`src/rtl/header_stream.sv`:
```
// Accumulates BEATS_PER_BLOCK beats of pixels and emits one header per block:
// per-channel min/max, residual bit width, constant-channel flags and a compressable flag.
module header_stream #(
  parameter int NUM_CH          = 4,
  parameter int CH_W            = 8,
  parameter int PIX_PER_BEAT    = 8,
  parameter int BEATS_PER_BLOCK = 4,
  parameter int MAX_RES_W       = 4,
  localparam int RW             = $clog2(CH_W + 1)
) (
  input  logic                                 clk,
  input  logic                                 rst,
  input  logic                                 clear,
  input  logic                                 in_valid,
  output logic                                 in_ready,
  input  logic [PIX_PER_BEAT*NUM_CH*CH_W-1:0]  in_pixels,
  output logic                                 out_valid,
  input  logic                                 out_ready,
  output logic [NUM_CH*CH_W-1:0]               out_min,
  output logic [NUM_CH*CH_W-1:0]               out_max,
  output logic [NUM_CH*RW-1:0]                 out_res_w,
  output logic [NUM_CH-1:0]                    out_skip,
  output logic                                 out_compressable,
  output logic                                 fsm_state
);

  // Handshakes: a beat transfers on a rising edge where in_valid && in_ready,
  // a header transfers where out_valid && out_ready; clear overrides both.
  localparam int CW = (BEATS_PER_BLOCK > 1) ? $clog2(BEATS_PER_BLOCK) : 1;
  localparam logic ACCUM = 1'b0;
  localparam logic EMIT  = 1'b1;

  logic          state;
  logic [CW-1:0] count;
  logic [CH_W-1:0] run_min  [NUM_CH];
  logic [CH_W-1:0] run_max  [NUM_CH];
  logic [CH_W-1:0] beat_min [NUM_CH];
  logic [CH_W-1:0] beat_max [NUM_CH];
  logic [CH_W-1:0] next_min [NUM_CH];
  logic [CH_W-1:0] next_max [NUM_CH];
  logic [RW-1:0]   res_w    [NUM_CH];
  logic            all_fit;
  logic            accept;
  logic            last_beat;

  // Bit length of the range: 0 for 0, else floor(log2(d))+1.
  function automatic logic [RW-1:0] bit_len(input logic [CH_W-1:0] d);
    logic [RW-1:0] n;
    n = '0;
    for (int i = 0; i < CH_W; i++) begin
      if (d[i]) n = RW'(i + 1);
    end
    return n;
  endfunction

  assign in_ready  = (state == ACCUM) && !rst;
  assign out_valid = (state == EMIT);
  assign fsm_state = state;
  assign accept    = in_valid && in_ready;
  assign last_beat = (count == CW'(BEATS_PER_BLOCK - 1));

  always_comb begin
    for (int c = 0; c < NUM_CH; c++) begin
      beat_min[c] = in_pixels[c*CH_W +: CH_W];
      beat_max[c] = in_pixels[c*CH_W +: CH_W];
      for (int p = 1; p < PIX_PER_BEAT; p++) begin
        if (in_pixels[(p*NUM_CH+c)*CH_W +: CH_W] < beat_min[c])
          beat_min[c] = in_pixels[(p*NUM_CH+c)*CH_W +: CH_W];
        if (in_pixels[(p*NUM_CH+c)*CH_W +: CH_W] > beat_max[c])
          beat_max[c] = in_pixels[(p*NUM_CH+c)*CH_W +: CH_W];
      end
    end
  end

  // The first beat of a block replaces the running values instead of merging.
  always_comb begin
    all_fit = 1'b1;
    for (int c = 0; c < NUM_CH; c++) begin
      if (count == '0) begin
        next_min[c] = beat_min[c];
        next_max[c] = beat_max[c];
      end else begin
        next_min[c] = (beat_min[c] < run_min[c]) ? beat_min[c] : run_min[c];
        next_max[c] = (beat_max[c] > run_max[c]) ? beat_max[c] : run_max[c];
      end
      res_w[c] = bit_len(next_max[c] - next_min[c]);
      if (int'(res_w[c]) > MAX_RES_W) all_fit = 1'b0;
    end
  end

  always_ff @(posedge clk or posedge rst) begin
    if (rst) begin
      state            <= ACCUM;
      count            <= '0;
      out_min          <= '0;
      out_max          <= '0;
      out_res_w        <= '0;
      out_skip         <= '0;
      out_compressable <= 1'b0;
      for (int c = 0; c < NUM_CH; c++) begin
        run_min[c] <= '0;
        run_max[c] <= '0;
      end
    end else if (clear) begin
      state <= ACCUM;
      count <= '0;
    end else begin
      case (state)
        ACCUM: begin
          if (accept) begin
            for (int c = 0; c < NUM_CH; c++) begin
              run_min[c] <= next_min[c];
              run_max[c] <= next_max[c];
            end
            if (last_beat) begin
              count <= '0;
              state <= EMIT;
              for (int c = 0; c < NUM_CH; c++) begin
                out_min[c*CH_W +: CH_W] <= next_min[c];
                out_max[c*CH_W +: CH_W] <= next_max[c];
                out_res_w[c*RW +: RW]   <= res_w[c];
                out_skip[c]             <= (res_w[c] == '0);
              end
              out_compressable <= all_fit;
            end else begin
              count <= count + 1'b1;
            end
          end
        end
        EMIT: begin
          if (out_ready) state <= ACCUM;
        end
        default: state <= ACCUM;
      endcase
    end
  end

endmodule

```
`config.mk`:
```
export PLATFORM = sky130hd
export DESIGN_NAME = header_stream
export DESIGN_NICKNAME = d
export VERILOG_FILES = /design/src/rtl/header_stream.sv
export SDC_FILE = /design/constraint.sdc
export NUM_CORES = 1
export LEC_CHECK = 0
export BUFFER_PORTS_ARGS = -buffer_cell sky130_fd_sc_hd__buf_2
export CORE_UTILIZATION = 60
export CTS_BUF_LIST = sky130_fd_sc_hd__clkbuf_8
export DETAILED_ROUTE_END_ITERATION = 16
export PLACE_DENSITY_LB_ADDON = 0.12
export SLEW_MARGIN = 20
export SYNTH_ARGS = -nofsm -noshare
export SYNTH_HDL_FRONTEND = slang
export SYNTH_SLANG_ARGS = --single-unit
```
`constraint.sdc`:
```
create_clock -name clk -period 6.9 [get_ports clk]
set_input_delay 2.07 -clock clk [delete_from_list [all_inputs] [get_ports clk]]
set_output_delay 2.07 -clock clk [all_outputs]
set_load 0.01 [all_outputs]
```
==> results.md, run 1 <==
- Mean Syn Cell Area: 7.44 µm²
- Cell count after synthesis: 3300
- Post-Synthesis Net Count: 4027
- Chip height: 204 µm
- Root Buffer: clkbuf_8
- Inst Count DP: 5191
- CTS Buf Count: 17
- Synth cell types: 79
- Port bufs: 348
- Register area share after synthesis: 15.5%
- Setup Buffers After CTS: 142
- Post-cts resize count: 483
- Mapped cell area: 24500 µm²
- Area contributors post-synth: ha_1 (24%), dfrtp_1 (15%), mux2i_1 (7.7%), o21ai_0 (6.4%), inv_1 (6.4%)
- HPWL after detailed placement: 77.1 mm
- Area share of the largest cell type after synthesis: 23.5%
- Starting density of the core: 61.4%
- Area leader, netlist: ha_1
- Number of flops mapped to enable cells by yosys: 0
- Warnings from Yosys: 0
- Error message: [ERROR DPL-0033] detailed placement checks failed during check placement.
- Htree depth: 4
- GP Congestion: 1.01
- Hold buffers post-CTS: 0
- Site Rows: 73
- Top_reg_cell synth: dfrtp_1
- I/O pin count: 349
- Sink Count: 152
- Stopped at: clock tree synthesis (4_1_cts)
- Die X: 204 µm
- Status: stopped before the end
- Flops & latches, synth: 152
- Clock buffer depth: 2
- FFs w/ async S/R, synth: 100%
## metrics by stage
step	cell area (µm²)	setup slack (ns)	util, %	hold WS, ns
after detailed placement	35600	-11.08	88.9	0.461
after global placement	35600	-10.36	88.9	0.458
after floorplan	25300	-9.97	-	0.450
## synth_stat cells, types with 5 or more instances
library cell and instances:
a2111o_1 5, dfrtp_1 152, o21a_1 41, xnor2_1 22, or3_1 14, a211o_1 9
mux2_2 73, and4_1 14, o21ai_0 312, o211ai_1 14, o22ai_1 5, a211oi_1 24
ha_1 462, a21boi_0 9, nor2_1 254, mux2i_1 188, nor3_1 31, and3_1 23
clkbuf_1 74, xor2_1 17, and2_1 11, o21ai_1 17, a21oi_1 295, nor2b_1 42
nand2_1 379, nand2b_1 30, o21bai_1 13, nand4_1 47, nand3_1 65, inv_1 416
a31oi_1 8, o31ai_1 16, nor4_1 6, a21o_1 99, or2_2 14, o32ai_1 5
## kinds of logic after synthesis
family | Yosys count | share of synthesized area (%)
mux | 261 | 11.0
simple gates | 946 | 17.5
compound gates | 939 | 23.1
fa+ha+maj | 467 | 23.9
flops | 152 | 15.5
buf+inv | 496 | 7.60
xor+xnor | 39 | 1.39
==> run 2: changes to the inputs <==
--- a/config.mk
+++ b/config.mk
@@ -6,10 +6,9 @@
 export NUM_CORES = 1
 export LEC_CHECK = 0
 export BUFFER_PORTS_ARGS = -buffer_cell sky130_fd_sc_hd__buf_2
-export CORE_UTILIZATION = 60
-export CTS_BUF_LIST = sky130_fd_sc_hd__clkbuf_8
+export CORE_UTILIZATION = 40
 export DETAILED_ROUTE_END_ITERATION = 16
-export PLACE_DENSITY_LB_ADDON = 0.12
+export PLACE_DENSITY_LB_ADDON = 0.15
 export SLEW_MARGIN = 20
 export SYNTH_ARGS = -nofsm -noshare
 export SYNTH_HDL_FRONTEND = slang
==> results.md, run 2 <==
- Status: finished, violations left
- Failing checks: setup timing
- RSZ-0062 raised after global routing: true
- M3 GR Usage: 4.08%
- Die X: 250 µm (+22%)
- Share of cells above drive strength 1: 51.9%
- TritonCTS clock tree: built
- Site Rows: 90 (+23%)
- Htree depth: 4 (unchanged)
- Largest delay contributor family on the critical path: compound AO/OA/AOI/OAI gates
- Final hold vios: 0
- Final Non-Filler Cells: 5891
- Crit-path slowest cell: or4b_4
- Mapped cell area: 24500 µm² (unchanged)
- Final critical-path setup slack: -10.06 ns
- Vias in the first global route: 30800
- Warnings from Yosys: 0 (unchanged)
- Max_cap viols: 0
- Met2 usage: 52.7%
- Synth cell types: 79 (unchanged)
- Critical Path RT: 7.16 ns
- Mean Syn Cell Area: 7.44 µm² (unchanged)
- Hold Path Class: register to register
- CP dominant cell by count: buf_4
- Worst-path maximum fanout: 7
- Worst endpoint data arrival time: 17.22 ns
- Inst Count DP: 5494 (+5.8%)
- Area leader, netlist: ha_1
- Peak Freq: 59.0 MHz
- Worst-Skew Late Latency: 0.44 ns
- Vias per inst: 5.22
- 1st-iter DRT viols: 1561
- Worst Setup Path Type: input pin to register
- Chip height: 250 µm (+22%)
- Wire length per cell: 16.7 µm
- Tmin final: 16.96 ns
- Fillers: 4531
- Core area: 60500 µm²
- Port bufs: 348 (unchanged)
- Root Buffer: clkbuf_16
- Sink Count: 152 (unchanged)
- Headroom to the max-slew limit: 29.3%
- Max incr delay on CP: 0.45 ns
- Number of remaining DRC errors: 0
- Hold buffers post-CTS: 0 (unchanged)
- CTS Buf Count: 17 (unchanged)
- GRT Total Usage: 29.4%
- Gr ovfl total: 0
- Setup slack, reg-to-reg: 2.12 ns
- Area contributors post-synth: ha_1 (24%), dfrtp_1 (15%), mux2i_1 (7.7%), o21ai_0 (6.4%), inv_1 (6.4%)
- CP endpoint kind: register
- FFs w/ async S/R, synth: 100% (unchanged)
- Area share of the largest cell type after synthesis: 23.5% (unchanged)
- Most common cell after layout, fill and taps aside: buf_4
- Clock Skew: 0.0138 ns
- Crit start category: input pin
- Flops & latches, synth: 152 (unchanged)
- Clock buffer depth: 2 (unchanged)
- HPWL after detailed placement: 70.5 mm (-8.5%)
- First-pass GRT wire length: 151 mm
- GP Congestion: 0.958 (-4.9%)
- Top cells by count, synth: ha_1 (462), inv_1 (416), nand2_1 (379)
- Buf/Inv on CP: 24
- Detailed Routing Iterations Pass 1: 5
- Die area: 62400 µm²
- ANT nets after route: 0
- Area Growth Syn to Fin: 78.4%
- Number of flops mapped to enable cells by yosys: 0 (unchanged)
- Top_reg_cell synth: dfrtp_1
- Clk slew on worst S/H paths: 0.07 ns
- Pins Over Slew Limit: 0
- # setup viols final: 149
- Fin crit share: 246%
- GR Layer Usage met1: 35.8%
- Worst-margin pin slew: 1.06 ns
- Cell count after synthesis: 3300 (unchanged)
- Vias: 30700
- Largest net degree at the start of global routing: 68
- GRT Max-Usage Layer: met2
- Final WL: 98.6 mm
- Count leader, synth: ha_1
- Initial antenna violation count: 5
- Fin nets: 5819
- Starting density of the core: 40.6% (-21 points)
- Register area share after synthesis: 15.5% (unchanged)
- I/O pin count: 349 (unchanged)
- Post-Synthesis Net Count: 4027 (unchanged)
- Most frequent cells in the layout: buf_4 (1400), inv_1 (371), ha_1 (370)
[run 2: cell counts after synthesis]
No cell type changed its count.
[run 2: path summary, 6_finish.rpt]
path / startpoint / endpoint / cells past startpoint
min in group asynchronous: rst / out_min[23]$_DFFE_PP0P_ / 2
min reg2reg: out_max[11]$_DFFE_PP0P_ / out_max[11]$_DFFE_PP0P_ / 2
max reg2reg: count[0]$_DFFE_PP0P_ / out_compressable$_DFFE_PP0P_ / 23
max: in_pixels[11] / out_res_w[4]$_DFFE_PP0P_ / 90
max in group asynchronous: rst / run_min[16]$_DFFE_PP0P_ / 3
min: out_max[11]$_DFFE_PP0P_ / out_max[11]$_DFFE_PP0P_ / 2
[run 2: per-stage QoR]
step	TNS, ns	area [µm²]	utilization [%]	setup slack, ns	hold slack, ns
floorplan	-1191.02	25300	-	-9.97	0.450
global placement	-1240.83	36200	59.9	-11.13	0.453
detailed placement	-1260.30	36200	59.9	-11.09	0.458
CTS	-1066.82	41400	68.4	-9.58	0.475
global route	-1227.95	43800	72.4	-10.85	0.484
finish	-1113.38	43800	72.4	-10.06	0.464
[run 2: cells by family (layout without fill, tap and decap cells)]
group / after synthesis / count (layout) / share of synthesized area [%]
xor gates and xnor gates: 39 / 39 / 1.39
AOI/OAI and AO/OA: 939 / 940 / 23.1
muxes: 261 / 261 / 11.0
other: 0 / 4 / 0
and+or+nand+nor: 946 / 946 / 17.5
buffers and inverters: 496 / 2300 / 7.60
adders and majority gates: 467 / 467 / 23.9
DFF: 152 / 152 / 15.5
[run 2: layout make-up]
type	count	area, µm²	share of cell area, %
sequential	152	3800	8.68
antenna	4	10.0	0.0229
timing repair inverter	1	7.51	0.0171
multi-input combinational	2653	23200	53.1
timing repair buffer	1851	13500	30.9
tap	782	978	2.23
clock buffer	17	425	0.971
clock inverter	15	179	0.409
inverter	416	1610	3.67
[run 2: worst register-to-register path: cells and delay by family (launching register included)]
| family | cells | cell delay, ns |
|---|---|---|
| simple gates | 4 | 0.76 |
| compound gates | 8 | 1.36 |
| mux | 1 | 0.23 |
| fa+ha+maj | 2 | 0.90 |
| flops | 1 | 0.41 |
| xor+xnor | 2 | 0.39 |
| buf+inv | 6 | 0.64 |
[run 2: layer usage]
layer,up-vias,wire length [µm]
met4,2,3560
li1,15300,-
met1,14500,41700
met2,701,49100
met3,233,4230
met5,-,13
[run 2: timing repair]
| action | 4_1_cts | 5_1_grt |
|---|---|---|
| endpoints found under the setup margin | 149 | 149 |
| buffers inserted | 281 | 84 |
| pin swaps | 256 | 183 |
| cloned | 7 | 0 |
| gates resized for setup | 574 | 398 |
Power of run 2 is left out: the tool's default activity adds up to more than one toggle a clock period on the data nets, which glitch-free logic cannot reach.
==> run 3: changes to the inputs <==
--- a/config.mk
+++ b/config.mk
@@ -5,6 +5,7 @@
 export SDC_FILE = /design/constraint.sdc
 export NUM_CORES = 1
 export LEC_CHECK = 0
+export ABC_AREA = 1
 export BUFFER_PORTS_ARGS = -buffer_cell sky130_fd_sc_hd__buf_2
 export CORE_UTILIZATION = 40
 export DETAILED_ROUTE_END_ITERATION = 16
==> results.md, run 3 <==
- Metal3 WL: 3.56 mm (-16%)
- Setup slack, reg-to-reg: 2.60 ns (+0.48 ns)
- Final WL: 91.6 mm (-7.0%)
- Worst-margin pin slew: 0.985 ns (-0.0751 ns)
- Chip height: 243 µm (-2.8%)
- Cell count after synthesis: 3649 (+11%)
- Hold Path Class: register to register
- Hold_ws: 0.468 ns (+0.00432 ns)
- Headroom to the max-slew limit: 34.3% (+5.0 points)
- Flops & latches, synth: 152 (unchanged)
- Initial antenna violation count: 20 (+15)
- First-pass GRT wire length: 134 mm (-11%)
- ANT nets after route: 0 (unchanged)
- Area leader, netlist: ha_1
- Crit start category: input pin
- RSZ-0062 raised after global routing: true
- Max_cap viols: 0 (unchanged)
- Worst-Skew Late Latency: 0.43 ns (about the same)
- Area Growth Syn to Fin: 82.7%
- Worst Setup EP: out_compressable$_DFFE_PP0P_
- Most frequent cells in the layout: buf_4 (1110), nand2_1 (961), ha_1 (320)
- Final critical-path setup slack: -6.64 ns (+3.42 ns)
- I/O pin count: 349 (unchanged)
- Mapped cell area: 23200 µm² (-5.7%)
- Count leader, synth: nand2_1
- FFs w/ async S/R, synth: 100% (unchanged)
- Clock Skew: 0.0179 ns (+0.00414 ns)
- 1st-iter DRT viols: 1309 (-16%)
- Reg2Reg Capture Point: out_compressable$_DFFE_PP0P_
- TritonCTS clock tree: built
- Crit-path slowest cell: fa_2
- Worst Setup Path Type: input pin to register
- Area contributors post-synth: ha_1 (25%), nand2_1 (20%), dfrtp_1 (16%), o21ai_0 (12%), inv_1 (5.8%)
- Fillers: 4185 (-7.6%)
- Port bufs: 348 (unchanged)
- Top_reg_cell synth: dfrtp_1
- Worst R2R Path Depth: 25 (+8.7%)
- Fin crit share: 196% (-50 points)
- Die area: 58900 µm² (-5.6%)
- Hold buffers post-CTS: 0 (unchanged)
- Clock buffer depth: 2 (unchanged)
- GP Congestion: 0.908 (-5.2%)
- Die X: 243 µm (-2.8%)
- Vias in the first global route: 28200 (-8.5%)
- Dpl ws: -7.59 ns (+3.50 ns)
- Metal1 wirelength: 40.2 mm (-3.6%)
- Fin nets: 5899 (+1.4%)
- Number of remaining DRC errors: 0 (unchanged)
- Mean Syn Cell Area: 6.35 µm² (-15%)
- Top Metal Used: met5
- Detailed Routing Iterations Pass 1: 7 (+2)
- Failing checks: setup timing
- Most common cell after layout, fill and taps aside: buf_4
- Peak Freq: 73.9 MHz (+25%)
- Register area share after synthesis: 16.4% (+0.93 points)
- Warnings from Yosys: 0 (unchanged)
- Starting density of the core: 40.8% (+0.16 points)
- Core area: 56800 µm² (-6.0%)
- CP endpoint kind: register
- Clk slew on worst S/H paths: 0.06 ns (about the same)
- Critical Path RT: 7.26 ns (+0.10 ns)
- Worst endpoint data arrival time: 13.89 ns (-3.33 ns)
- CP dominant cell by count: nand2_1
- Status: finished, violations left
- Number of flops mapped to enable cells by yosys: 0 (unchanged)
- Synth cell types: 50 (-37%)
- CTS Buf Count: 17 (unchanged)
- Sink Count: 152 (unchanged)
- GRT Total Usage: 26.9% (-2.5 points)
- Routed wl met2: 44.8 mm (-8.6%)
- Tmin final: 13.54 ns (-3.42 ns)
- Area share of the largest cell type after synthesis: 25.0% (+1.4 points)
- Vias per inst: 5.11 (-2.2%)
- Largest net degree at the start of global routing: 110 (+62%)
- Root Buffer: clkbuf_16
- Vias: 30400 (-1.1%)
- Site Rows: 87 (-3.3%)
- Gr ovfl total: 0 (unchanged)
- Final hold vios: 0 (unchanged)
- # setup viols final: 149 (unchanged)
- Reg-to-Reg Start: count[0]$_DFFE_PP0P_
- Share of cells above drive strength 1: 52.5% (+0.61 points)
- Launch point of the worst path: in_pixels[51]
- Top cells by count, synth: nand2_1 (1206), o21ai_0 (559), ha_1 (462)
- Wire length per cell: 15.4 µm (-8.0%)
- Htree depth: 4 (unchanged)
- Pins Over Slew Limit: 0 (unchanged)
- HPWL after detailed placement: 63.4 mm (-10%)
- Max incr delay on CP: 0.37 ns (-0.08 ns)
- Post-Synthesis Net Count: 4376 (+8.7%)
- Worst-path maximum fanout: 8 (+1)
-- run 3: worst min-delay path by stage --
stage	startpoint	endpoint	slack, ns	cells past startpoint
after floorplan	run_max[27]$_DFFE_PP0P_	run_max[27]$_DFFE_PP0P_	0.45	2
after global placement	out_res_w[6]$_DFFE_PP0P_	out_res_w[6]$_DFFE_PP0P_	0.45	2
after detailed placement	out_res_w[6]$_DFFE_PP0P_	out_res_w[6]$_DFFE_PP0P_	0.46	2
after CTS	out_res_w[6]$_DFFE_PP0P_	out_res_w[6]$_DFFE_PP0P_	0.48	2
after global routing	out_res_w[12]$_DFFE_PP0P_	out_res_w[12]$_DFFE_PP0P_	0.50	2
final	out_res_w[12]$_DFFE_PP0P_	out_res_w[12]$_DFFE_PP0P_	0.47	2
-- run 3: per-layer routing --
metal | global-route usage (%) | vias to the layer above
met5 | 0 | -
met4 | 6.96 | 16
met3 | 2.76 | 251
met2 | 46.0 | 741
met1 | 36.0 | 14000
li1 | - | 15400
-- run 3: stage by stage --
stage	instance area, µm²	cells	util, %	TNS, ns
5_1_grt	42300	5951	74.5	-803.21
4_1_cts	38000	5856	66.9	-664.48
2_1_floorplan	24700	3649	-	-628.67
6_report	42300	5953	74.5	-708.13
3_5_place_dp	34000	5644	59.8	-826.05
3_3_place_gp	34000	5644	59.8	-798.84
-- run 3: final cells by class --
class | count | area [µm²] | area share, %
Antenna cell | 12 | 30.0 | 0.0710
Multi-Input combinational cell | 3043 | 23600 | 55.8
Tap cell | 756 | 946 | 2.24
Timing Repair Buffer | 1567 | 11700 | 27.7
Clock inverter | 13 | 144 | 0.340
Timing Repair inverter | 4 | 30.0 | 0.0710
Clock buffer | 19 | 443 | 1.05
Inverter | 387 | 1580 | 3.74
Sequential cell | 152 | 3800 | 8.99
-- run 3: cell families (layout without fill, tap and decap cells) --
family                   after synthesis  count (layout)  share of synthesized area, %
AO/OA/AOI/OAI                        871             874                          19.8
XOR/XNOR                              15              15                         0.600
adder cells (fa/ha/maj)              466             466                          25.3
buffers and inverters                479            1990                          7.94
flip-flops                           152             152                          16.4
multiplexers                           3               3                         0.130
other                                  0              12                             0
AND/OR/NAND/NOR                     1663            1685                          29.8
-- run 3: critical path: cells and delay by family --
family	cells	cell delay [ns]
buffers and inverters	10	1.36
XOR/XNOR	1	0.19
AND/OR/NAND/NOR	38	3.65
AO/OA/AOI/OAI	32	3.90
adder cells (fa/ha/maj)	10	2.71
-- run 3: what timing repair did --
item | CTS | global route
gates cloned | 31 | 9
pin swaps | 271 | 305
setup endpoints to repair | 149 | 149
resized for setup | 701 | 757
buffers inserted | 155 | 78
Power of run 3 is left out for the same reason.
